<file path="src/rtl/can_pkg.sv">
// Shared CAN MAC definitions: stuffing run length and RX destuffer state encoding.
package can_pkg;

  localparam int unsigned CAN_STUFF_LEN = 5;
  localparam int unsigned CAN_RUN_CNT_W = 3;

  typedef enum logic [1:0] {
    StIdle,
    StRun,
    StStuff,
    StError
  } can_rx_destuff_state_t;

endpackage

</file>
<file path="src/rtl/can_mac_rx_deserializer_if.sv">
// Bit-stream bus between the bit sampler (master) and the RX destuffer (slave).
interface can_mac_rx_deserializer_if;

  logic bit_in;
  logic bit_valid;
  logic destuffing_enable;
  logic bit_out;
  logic valid;
  logic stuff_error;

  modport master (
    output bit_in,
    output bit_valid,
    output destuffing_enable,
    input  bit_out,
    input  valid,
    input  stuff_error
  );

  modport slave (
    input  bit_in,
    input  bit_valid,
    input  destuffing_enable,
    output bit_out,
    output valid,
    output stuff_error
  );

endinterface

</file>
<file path="src/rtl/can_stuff_run_tracker.sv">
// Tracks the current run of identical bus bits; shared by the RX destuffer and TX serializer.
module can_stuff_run_tracker
  import can_pkg::*;
#(
  parameter int unsigned StuffLen = CAN_STUFF_LEN
) (
  input  logic                     clk_i,
  input  logic                     reset_i,
  input  logic                     bit_i,
  input  logic                     strobe_i,
  input  logic                     restart_i,
  input  logic                     clear_i,
  output logic                     last_bit_o,
  output logic [CAN_RUN_CNT_W-1:0] run_cnt_o,
  output logic                     run_full_o
);

  logic                     last_bit_q, last_bit_d;
  logic [CAN_RUN_CNT_W-1:0] run_cnt_q, run_cnt_d;

  // restart_i forces a fresh run of length one starting with bit_i.
  always_comb begin
    last_bit_d = last_bit_q;
    run_cnt_d  = run_cnt_q;
    if (clear_i) begin
      last_bit_d = 1'b0;
      run_cnt_d  = '0;
    end else if (strobe_i) begin
      if (!restart_i && (run_cnt_q != '0) && (bit_i == last_bit_q)) begin
        run_cnt_d = run_cnt_q + CAN_RUN_CNT_W'(1);
      end else begin
        last_bit_d = bit_i;
        run_cnt_d  = CAN_RUN_CNT_W'(1);
      end
    end
  end

  always_ff @(posedge clk_i) begin
    if (reset_i) begin
      last_bit_q <= 1'b0;
      run_cnt_q  <= '0;
    end else begin
      last_bit_q <= last_bit_d;
      run_cnt_q  <= run_cnt_d;
    end
  end

  assign last_bit_o = last_bit_q;
  assign run_cnt_o  = run_cnt_q;
  assign run_full_o = strobe_i && !clear_i && (run_cnt_d == CAN_RUN_CNT_W'(StuffLen));

endmodule

</file>
<file path="src/rtl/can_mac_rx_deserializer.sv">
// CAN RX bit destuffer: drops stuff bits, forwards data bits with one cycle of latency.
// Define CAN_RX_STUFF_ERR_EN to flag stuff violations and lock out until disable/reset.
module can_mac_rx_deserializer
  import can_pkg::*;
#(
  parameter int unsigned STUFF_LEN = CAN_STUFF_LEN
) (
  input logic                        clk,
  input logic                        reset,
  can_mac_rx_deserializer_if.slave   bus
);

  can_rx_destuff_state_t    st_q;
  logic                     bit_out_q;
  logic                     valid_q;
  logic                     last_bit;
  logic                     run_full;
  logic [CAN_RUN_CNT_W-1:0] run_cnt;
  logic                     violation;
  logic                     trk_strobe;
  logic                     trk_restart;

  assign violation   = (st_q == StStuff) && (bus.bit_in == last_bit);
  assign trk_strobe  = bus.bit_valid && bus.destuffing_enable && (st_q != StError);
  assign trk_restart = (st_q == StIdle) || violation;

  can_stuff_run_tracker #(
    .StuffLen (STUFF_LEN)
  ) u_run_tracker (
    .clk_i      (clk),
    .reset_i    (reset),
    .bit_i      (bus.bit_in),
    .strobe_i   (trk_strobe),
    .restart_i  (trk_restart),
    .clear_i    (!bus.destuffing_enable),
    .last_bit_o (last_bit),
    .run_cnt_o  (run_cnt),
    .run_full_o (run_full)
  );

`ifdef CAN_RX_STUFF_ERR_EN
  logic stuff_error_q;
`endif

  always_ff @(posedge clk) begin
    if (reset) begin
      st_q      <= StIdle;
      bit_out_q <= 1'b0;
      valid_q   <= 1'b0;
`ifdef CAN_RX_STUFF_ERR_EN
      stuff_error_q <= 1'b0;
`endif
    end else begin
      valid_q <= 1'b0;
      if (!bus.destuffing_enable) begin
        st_q <= StIdle;
`ifdef CAN_RX_STUFF_ERR_EN
        stuff_error_q <= 1'b0;
`endif
        if (bus.bit_valid) begin
          valid_q   <= 1'b1;
          bit_out_q <= bus.bit_in;
        end
      end else if (bus.bit_valid) begin
        unique case (st_q)
          StIdle: begin
            valid_q   <= 1'b1;
            bit_out_q <= bus.bit_in;
            st_q      <= run_full ? StStuff : StRun;
          end
          StRun: begin
            valid_q   <= 1'b1;
            bit_out_q <= bus.bit_in;
            if (run_full) st_q <= StStuff;
          end
          StStuff: begin
            if (violation) begin
`ifdef CAN_RX_STUFF_ERR_EN
              st_q          <= StError;
              stuff_error_q <= 1'b1;
`else
              st_q <= StRun;
`endif
            end else begin
              st_q <= StRun;
            end
          end
          StError: begin
`ifndef CAN_RX_STUFF_ERR_EN
            st_q <= StIdle;
`endif
          end
          default: st_q <= StIdle;
        endcase
      end
    end
  end

  // The tracker restarts on every stuff slot, so a run can never exceed STUFF_LEN.
  always_ff @(posedge clk) begin
    if (!reset) begin
      assert (run_cnt <= CAN_RUN_CNT_W'(STUFF_LEN));
    end
  end

  assign bus.bit_out = bit_out_q;
  assign bus.valid   = valid_q;
`ifdef CAN_RX_STUFF_ERR_EN
  assign bus.stuff_error = stuff_error_q;
`else
  assign bus.stuff_error = 1'b0;
`endif

endmodule

</file>
<file path="src/flat_wrapper.sv">
// flat-port wrapper written by rule: the top's interface ports become plain ports
module can_mac_rx_deserializer_flat import can_pkg::*;
#(
  parameter int unsigned STUFF_LEN = CAN_STUFF_LEN
)
  (clk, reset, bus_bit_in, bus_bit_valid, bus_destuffing_enable, bus_bit_out, bus_valid, bus_stuff_error);
  can_mac_rx_deserializer_if bus_i ();
  input logic clk;
  input logic reset;
  input wire logic [$bits(bus_i.bit_in)-1:0] bus_bit_in;
  input wire logic [$bits(bus_i.bit_valid)-1:0] bus_bit_valid;
  input wire logic [$bits(bus_i.destuffing_enable)-1:0] bus_destuffing_enable;
  output wire logic [$bits(bus_i.bit_out)-1:0] bus_bit_out;
  output wire logic [$bits(bus_i.valid)-1:0] bus_valid;
  output wire logic [$bits(bus_i.stuff_error)-1:0] bus_stuff_error;
  assign bus_i.bit_in = bus_bit_in;
  assign bus_i.bit_valid = bus_bit_valid;
  assign bus_i.destuffing_enable = bus_destuffing_enable;
  assign bus_bit_out = bus_i.bit_out;
  assign bus_valid = bus_i.valid;
  assign bus_stuff_error = bus_i.stuff_error;
  can_mac_rx_deserializer #(.STUFF_LEN(STUFF_LEN)) u_core (.clk(clk), .reset(reset), .bus(bus_i));
endmodule
</file>
<file path="config.mk">
export PLATFORM = sky130hd
export DESIGN_NAME = can_mac_rx_deserializer_flat
export DESIGN_NICKNAME = d
export VERILOG_FILES = /design/src/rtl/can_pkg.sv /design/src/rtl/can_mac_rx_deserializer_if.sv /design/src/rtl/can_stuff_run_tracker.sv /design/src/rtl/can_mac_rx_deserializer.sv /design/src/flat_wrapper.sv
export SDC_FILE = /design/constraint.sdc
export NUM_CORES = 1
export LEC_CHECK = 0
export ABC_AREA = 1
export CAP_MARGIN = 10
export CORE_AREA = 2 2 39 41
export DETAILED_ROUTE_END_ITERATION = 16
export DIE_AREA = 0 0 41 43
export PLACE_DENSITY = 0.56
export SYNTH_ARGS = -nofsm -noshare
export SYNTH_HDL_FRONTEND = slang
export SYNTH_HIERARCHICAL = 1
export SYNTH_SLANG_ARGS = --single-unit
</file>
<file path="constraint.sdc">
create_clock -name clk -period 4.5 [get_ports clk]
set_input_delay 1.35 -clock clk [delete_from_list [all_inputs] [get_ports clk]]
set_output_delay 1.35 -clock clk [all_outputs]
set_load 0.03 [all_outputs]
</file>
Word-level counts from Yosys, hierarchy flattened:

Index checks and enable logic that the tools add are counted.

* flip-flop bits (word level): 8
* input bits: 5
* output and inout port bits: 3

* add/sub/neg operators: 1
* eq/ne operators: 8
* muxes and demuxes: 14
* bitwise operators: 2
* reduce and logical (&&, ||, !) cells: 16

Operator list (number)
* $mux 3: 3
* $mux 1: 8
* $pmux 2 s4: 1
* $logic_and 1x1->1: 7
* $reduce_and 2->1: 3
* $eq 2x2->1 const B: 2
* $mux 2: 2
* $ne 2x2->1 const B: 2
* $reduce_or 2->1: 2
* $add 3x1->3 const B: 1
* $eq 3x3->1 const B: 1
* $reduce_bool 3->1: 1
* $eq 2x1->1 const B: 1
* $logic_not 2->1: 1
* $ne 2x1->1 const B: 1
* $not 1->1: 2
* $eq 1x1->1: 1
* $logic_not 1->1: 1
* $logic_or 1x1->1: 1

Depth between registers and ports, before layout:

Gate-level depths: netlist of run 1.

* depth in word-level cells: 13
* depth in mapped cells: 13
* gate-level depth less buffers: 13

Modules after synthesis:

Netlist of run 1, hierarchy kept.

Modules (own cells, without submodules)
* can_stuff_run_tracker: instances 1, cells an instance 42, area an instance 252.7 µm², seq. area each 80.1 µm²
* can_mac_rx_deserializer: instances 1, cells an instance 31, area an instance 197.7 µm², seq. area each 80.1 µm²

Worst setup path after synthesis of run 1:

No wires, ideal clock.

* path kind: input to register
* start: input bus_bit_valid
* end: register u_core.st_q[0]
* library setup time: 0.116 ns
* data arrival time: 2.279 ns
* data required time: 4.384 ns
* slack: 2.104 ns
* cell stages on the path: 11
* buffers on the path: 0
* path through: inv_1 -> nor2_1 -> inv_1 -> nor2_1 -> nor2_1 -> nand2_1 -> nand2_1 -> nor2_1 -> nand2_1 -> nand3_1 -> a21oi_1

* longest elaborated chain between the ends: 8

RTL lines
* start: declaration: line flat_wrapper.sv:11 `input wire logic [$bits(bus_i.bit_valid)-1:0] bus_bit_valid;`
* $logic_and 1x1->1 * (2 in series): line can_mac_rx_deserializer.sv:24 `assign trk_strobe = bus.bit_valid && bus.destuffing_enable && (st_q != StError);`
* net u_core.trk_strobe: line can_mac_rx_deserializer.sv:20 `logic trk_strobe;`
* $mux 3: line can_stuff_run_tracker.sv:28 `end else if (strobe_i) begin`
* $mux 3: line can_stuff_run_tracker.sv:25 `if (clear_i) begin`
* $eq 3x3->1: line can_stuff_run_tracker.sv:50 `assign run_full_o = strobe_i && !clear_i && (run_cnt_d == CAN_RUN_CNT_W'(StuffLen));`
* $logic_and 1x1->1 *: line can_stuff_run_tracker.sv:50
* net u_core.run_full: line can_mac_rx_deserializer.sv:17 `logic run_full;`
* $mux 2 or $ne 2x1->1 (tied branches)
* $pmux 2 s4 or $reduce_and 2->1 (tied branches)
* end signal: assignment: line can_mac_rx_deserializer.sv:69 `st_q <= run_full ? StStuff : StRun;`
* end signal: assignment: line can_mac_rx_deserializer.sv:74 `if (run_full) st_q <= StStuff;`
* end signal: assignment: line can_mac_rx_deserializer.sv:82 `st_q <= StRun;`
* end: declaration: line can_mac_rx_deserializer.sv:13 `can_rx_destuff_state_t st_q;`

Mark *: on every way through the listed nets, which the timed path passes. The rest lies on a longest branch.
A chain may end at the register's enable or synchronous reset.

Worst setup path in the final report of run 1:

Same ends and word-level chain as after synthesis.

==> results of run 1 <==
area by class of cell:
cell class | count | area [sq um]
multi-input combinational | 50 | 230
sequential | 8 | 160
inverter | 14 | 52.6
tap | 16 | 20.0
clock buffer | 3 | 22.5
fill | 155 | 838
timing repair buffer | 6 | 60.1
per-stage QoR:
step                hold WS (ns)  instances  instance area [sq um]
finish                     0.467         97                    546
global route               0.478         97                    546
CTS                        0.470         97                    546
detailed placement         0.460         94                    523
global placement           0.459         94                    523
floorplan                  0.454         73                    450
cells in the final DEF, fill, tap and decap left out:
cell type and instances:
dfxtp_1 8, a21oi_1 5, a211oi_1 1, nor2_1 10, nor3_1 2, clkdlybuf4s50_1 6, clkbuf_4 3, inv_1 14
nand3_1 3, ha_1 2, a21oi_2 1, nand2_1 22, o21ai_0 3, conb_1 1
worst paths after layout:
kind / start / end
setup / recovery: bus_bit_valid / u_core/st_q[0]$_SDFFE_PP0P_
hold / removal: u_core/bus.bit_out$_SDFFE_PP0P_ / u_core/bus.bit_out$_SDFFE_PP0P_
setup reg to reg: u_core/st_q[1]$_SDFFE_PP0P_ / u_core/st_q[0]$_SDFFE_PP0P_
hold reg to reg: u_core/bus.bit_out$_SDFFE_PP0P_ / u_core/bus.bit_out$_SDFFE_PP0P_
routing by layer:
metal | track usage | up-vias | share of wire
li1 | - | 240 | -
met1 | 0.169 | 188 | 0.46
met2 | 0.169 | 8 | 0.48
met3 | 0.0314 | 2 | 0.047
met4 | 0.0800 | 0 | 0.010
met5 | 0 | - | 0
state kept, by name, indices dropped and copies added, names as in the netlist:
signal / cells
u_core/u_run_tracker/run_cnt_o: 3
u_core/st_q: 2
u_core/bus.bit_out: 1
u_core/bus.valid: 1
u_core/u_run_tracker/last_bit_o: 1
worst min-delay path, delay by kind of cell (launching register included):
family             cells  cell delay, ns
AOI/OAI and AO/OA      1            0.05
and+or+nand+nor        1            0.07
DFF                    1            0.30
synth_stat cells:
cell       n  area, sq um
a211oi_1   1         7.51
a21oi_1    5         25.0
a21oi_2    1         8.76
buf_4      1         7.51
conb_1     1         3.75
dfxtp_1    8          160
ha_1       2         25.0
inv_1     14         52.6
nand2_1   22         82.6
nand3_1    3         15.0
nor2_1    10         37.5
nor3_1     2         10.0
o21ai_0    3         15.0
cells by family (layout without fill, tap and decap cells):
| group | after synthesis | after routing | synth area share |
|---|---|---|---|
| AOI/OAI and AO/OA | 10 | 10 | 0.125 |
| adders and majority gates | 2 | 2 | 0.0555 |
| buffers and inverters | 15 | 23 | 0.133 |
| DFF | 8 | 8 | 0.356 |
| other | 1 | 1 | 0.00833 |
| and+or+nand+nor | 37 | 37 | 0.322 |
power by group:
part	leakage [nW]	internal, mW	total, mW	switching (mW)
Clock	0.0138	0.0306	0.0560	0.0254
Combinational	0.176	0.00931	0.0233	0.0140
Sequential	0.0654	0.0734	0.0750	0.00159
Total	0.255	0.113	0.154	0.0410
==> results summary, run 1 <==
The total number of nets in the final design is 90. The type of the worst min-delay path is reg2reg. In this design, the critical path's most frequently occurring cell is nor2_1. The number of warning messages in the yosys log came out at 6. The critical path goes through clkdlybuf4s50_1 -> inv_1 -> nor2_1 -> inv_1 -> nor2_1 -> nor2_1 -> nand2_1 -> nand2_1 -> nor2_1 -> nand2_1 -> nand3_1 -> a21oi_1. The number of search-and-repair iterations in the first detailed-routing pass is 4. The average via count per standard cell came out at 4.52. The number of nets still failing antenna checks after routing is 0. The post-CTS setup buffer count is 0. The effective utilization at floorplan came out at 0.325. The average instance in the mapped netlist occupies 6.17 sq um.

The data arrival time of the worst path is 3.12 ns. Entering global routing, the biggest net connects 9 pins. TritonCTS built the clock tree. The share of post-route cells with drive strength above 1 is 0.0494.

The hold-critical path depth is 2. The HPWL after detailed placement is 664 um. The post-synth net total came out at 80. The hold buffer count at CTS came out at 0. The clock buffer count from CTS is 3.

The DRC violation count after routing came out at 0. The required time of the worst setup path came out at 4.65 ns. After technology mapping, the gate count stands at 73.

The run finished with clean final reports. The later-pin clock latency in the skew report is 0.25 ns. The first global-routing pass estimated 1460 um of wire. The number of maximum-capacitance violations came out at 0. Relative to the synthesized area, the layout overhead comes to 21.1%.

For this run, the share of the core covered by cells in the final layout is 0.394. The placeable core area is 1380 sq um. The netlist area before placement came out at 450 sq um. The sum of internal, switching and leakage power came out at 0.154 mW. The combined buffer and inverter count along the critical path came out at 3. The width of the chip came out at 41 um. The slowest stage of the critical path belongs to the cell clkdlybuf4s50_1. The maximum VDD drop came out at 0.126 mV. The clock slew seen by the registers of the worst setup and hold paths is 0.06 ns.

For this run the aggregate overflow at the end of global routing stands at 0. In this run the register-to-register setup slack is 2.81 ns. The critical path depth came out at 12. The number of buffers added on ports came out at 6. The power per unit of standard cell area came out at 283 nW/um^2.

After the first detailed-routing iteration, the DRC count stood at 8. The final wirelength came out at 875 um. After layout, the worst setup slack is 1.53 ns. The worst setup path is launched from a primary input.

The final count of pins violating max slew came out at 0. Setup repair after global routing left no endpoint under its margin. The clock sink count is 8. Static timing analysis puts the maximum clock frequency at 337 MHz. The post-placement setup slack is 1.28 ns. Measured in cells, the most critical reg-to-reg path has a length of 12.

The final total negative setup slack is 0 ns. The period utilization came out at 0.660. The wire length per cell after detailed routing came out at 9.02 um. Summed over all cells, the static leakage comes to 0.255 nW. The antenna cell count came out at 0. The final-report setup violation count came out at 0. After synthesis, the netlist uses 13 different library cells. The maximum clock skew at final layout came out at 0.00827 ns. In this run the clock root is driven by a clkbuf_4.

The total routing usage reported by global routing came out at 0.125. The sequential share of the synthesized area came out at 0.356. The stage delay of the slowest cell on the critical path is 0.54 ns. At the end of routability-driven placement, the weighted congestion stood at 0.721.

The via total after detailed routing came out at 438. The startpoint-to-endpoint class of the critical path is in2reg. The total number of placement rows came out at 14.

On the critical path the largest part of the delay comes from simple AND/OR/NAND/NOR gates. The highest fanout seen on the critical path is 8. The area of the die came out at 1760 sq um. The via count of the first global-routing pass is 362. The initial antenna violation count came out at 0. The maximum number of buffers from clock root to sink is 2. The worst setup path is captured at a flip-flop.

The number of levels the H-tree was split into came out at 1. The final number of hold-violating endpoints is 0. The register bit total from synthesis came out at 8. The number of cells upsized or downsized after cts came out at 0. The floorplan step set the die height to 43 um. The smallest clock period supported by the final layout is computed as 2.97 ns. For this design the top-level I/O count stands at 8.
No activity file was read; power rests on OpenSTA's default activity.
==> run 2: changes to the inputs <==
- PLACE_DENSITY: 0.56 -> 0.58
- clock period: 4.5 -> 2.6 ns (I/O delays scaled with it)
==> run 2 against run 1 <==
  * Hold slack gained 0.016 ns
  * Cell count grew 1.0%
  * Combinational power grew 81%
  * Clock skew shrank 0.0060 ns
  * Sequential power up 73%
  * Routed wire length increased by 5.3%
  * Register-to-register slack worse by 1.7 ns
  * Count of clock-buffer cells in the layout unchanged
  * Critical path depth is 1 higher
  * First-iteration DRC count increased by 88%
  * Utilization is 0.54 points higher
  * Largest cell class unchanged
==> results summary, run 2 (synthesized netlist as in run 1, its figures left out) <==
The path with the worst hold slack has its endpoint at u_core/bus.bit_out$_SDFFE_PP0P_. The HPWL after detailed placement is 669 um. The area growth from synthesis to layout is 22.8%. In the finished design, the share of the clock period the worst path needs comes to 0.851. The wire length per cell after detailed routing is 9.40 um.

The upper clock frequency limit came out at 452 MHz. The number of levels the H-tree was split into is 1. The maximum VDD drop is 0.256 mV. met2 is the most crowded layer. The width of the chip came out at 41 um.

In this run the register-to-register setup slack is 1.09 ns. The final count of pins violating max slew is 0. The later-pin clock latency in the skew report came out at 0.25 ns. The combined flip-flop and latch cell area is 160 sq um. The hold-critical path depth is 2. The via count of the first global-routing pass came out at 389. The final number of hold-violating endpoints came out at 0. The time the worst path needs with I/O delays and setup came out at 2.21 ns.

The clock sink count is 8. The DRC violation count after routing came out at 0. For met2 alone, demand over resource in global routing was 0.188. Counting cells, the worst reg-to-reg path comes to 12. The analysis attributes to cell leakage a power of 0.260 nW.

The power per unit of standard cell area came out at 486 nW/um^2. The maximum clock skew at final layout came out at 0.00229 ns. For this design, the slowest cell found on the critical path is clkdlybuf4s50_1. The via total after detailed routing came out at 462. The initial antenna violation count was 0. Among the stages of the critical path, the cell type that occurs most often is nor2_1. The share of post-route cells with drive strength above 1 came out at 0.0610.

The end of the worst register-to-register path is u_core/st_q[0]$_SDFFE_PP0P_. The number of search-and-repair iterations in the first detailed-routing pass is 4. The tree is rooted in a clkbuf_4. The worst hold path startpoint is u_core/bus.bit_out$_SDFFE_PP0P_. In this design, the stage delay of the slowest critical-path cell is 0.54 ns. The data arrival time of the worst path came out at 2.36 ns. The total placed instance area is 531 sq um. The antenna cell count came out at 0. By startpoint and endpoint, the worst setup path is classified as in2reg. The highest fanout seen on the critical path is 8. The count of pins on the block boundary came out at 8. Using the TritonRoute via totals, the vias-per-cell ratio works out to 4.71. In the global route stage, met3 resource usage came out at 0.0471. The post-layout instance area is 553 sq um.

At the end of routability-driven placement, the weighted congestion stood at 0.740. The first-pass GRT wire length is 1530 um. The post-CTS setup buffer count came out at 0. The global routing usage on met1 is 0.159. TritonCTS built the clock tree. The top cell types in the final layout, fill and taps aside, are 22 x nand2_1, 14 x inv_1, 10 x nor2_1. In the final design database the tool counted 91 nets.

The run finished with clean final reports. The area of the die is 1760 sq um. STA classifies the critical path startpoint as a primary input. The final wirelength is 921 um. The effective utilization at floorplan is 0.325. STA classifies the critical path endpoint as a flip-flop.

The total routing usage reported by global routing is 0.137. The number of cells upsized or downsized after cts came out at 0. The vertical extent of the die is 43 um. The multi-input gate area in the final layout came out at 230 sq um. The hold buffer count at CTS came out at 0. The signal on the critical path passes through clkdlybuf4s50_1 -> inv_1 -> nor2_1 -> buf_4 -> inv_1 -> nor2_1 -> nor2_1 -> nand2_1 -> nand2_1 -> nor2_1 -> nand2_1 -> nand3_1 -> a21oi_1. In this run the worst hold path is classified as reg2reg. The clock slew seen by the registers of the worst setup and hold paths came out at 0.06 ns. The clock buffer count from CTS is 3. In this run the critical register-to-register path is launched from u_core/st_q[1]$_SDFFE_PP0P_.

The combined buffer and inverter count along the critical path is 4. The number of nets still failing antenna checks after routing came out at 0. The clock passes through at most 2 buffers.

After filler insertion, the fill cell instance count of the layout stands at 147. The tool flagged a number of max-cap violations equal to 0. Setup repair after global routing left no endpoint under its margin.

For the worst setup path, the data required time is 2.74 ns. The maximum number of pins on one net before global-route repair came out at 9. The kind of cell with the highest combined delay along the critical path is buffers and inverters. The library cell used most frequently in the layout, excluding fill and tap cells, is nand2_1. The number of buffers added on ports came out at 6. The total number of placement rows is 14. The number of DRC markers after the initial detailed-route iteration is 15. The remaining global-route overflow came out at 0. Setup violations remaining at the end of the flow were counted as 0. The final total negative setup slack came out at 0 ns. The register with the most flip-flops in the layout has 3 of them.

The placeable core area came out at 1380 sq um.
run 2: cell count changes in the layout (fill, tap and decap cells not counted):
cell / previous run / this run
buf_4: 0 / 1
run 2: where the power goes:
part / switching [mW] / total, mW / internal (mW) / leakage [nW]
clock: 0.0437 / 0.0966 / 0.0529 / 0.0138
combinational: 0.0249 / 0.0421 / 0.0172 / 0.181
sequential: 0.00277 / 0.130 / 0.127 / 0.0654
total: 0.0713 / 0.269 / 0.197 / 0.260
run 2: per-stage QoR:
stage               power, mW  utilization  std cells  hold slack [ns]  worst slack [ns]
floorplan               0.157            -         73            0.454             0.774
global placement        0.174        0.383         95            0.457             0.147
detailed placement      0.174        0.383         95            0.469             0.155
CTS                     0.276        0.400         98            0.479             0.426
global route            0.286        0.400         98            0.500             0.218
finish                  0.269        0.400         98            0.483             0.389
run 2: layout make-up:
class                           instances  area share
Clock buffer                            3      0.0407
Sequential cell                         8       0.290
Inverter                               14      0.0950
Timing Repair Buffer                    7       0.122
Tap cell                               16      0.0362
Multi-Input combinational cell         50       0.416
run 2: worst max-delay path by stage:
stage	from	end	slack (ns)	cells past startpoint
after detailed placement	bus_bit_valid	u_core/st_q[0]$_SDFFE_PP0P_	0.15	13
after global routing	bus_bit_in	u_core/st_q[1]$_SDFFE_PP0P_	0.22	11
after floorplan	bus_bit_valid	u_core/st_q[0]$_SDFFE_PP0P_	0.77	11
after global placement	bus_bit_valid	u_core/st_q[0]$_SDFFE_PP0P_	0.15	11
after CTS	bus_bit_valid	u_core/st_q[1]$_SDFFE_PP0P_	0.43	12
final	bus_bit_valid	u_core/st_q[0]$_SDFFE_PP0P_	0.39	13
run 2: worst register-to-register path: cells and delay by family (launching register included):
kind / cells / cell delay, ns
simple gates: 9 / 0.65
flops: 1 / 0.37
compound gates: 2 / 0.22
buf+inv: 1 / 0.15
run 2: metal layers:
metal / up-vias / wire length [um]
met3: 2 / 44
met4: 0 / 10
met5: - / 0
met2: 15 / 421
li1: 242 / -
met1: 203 / 445
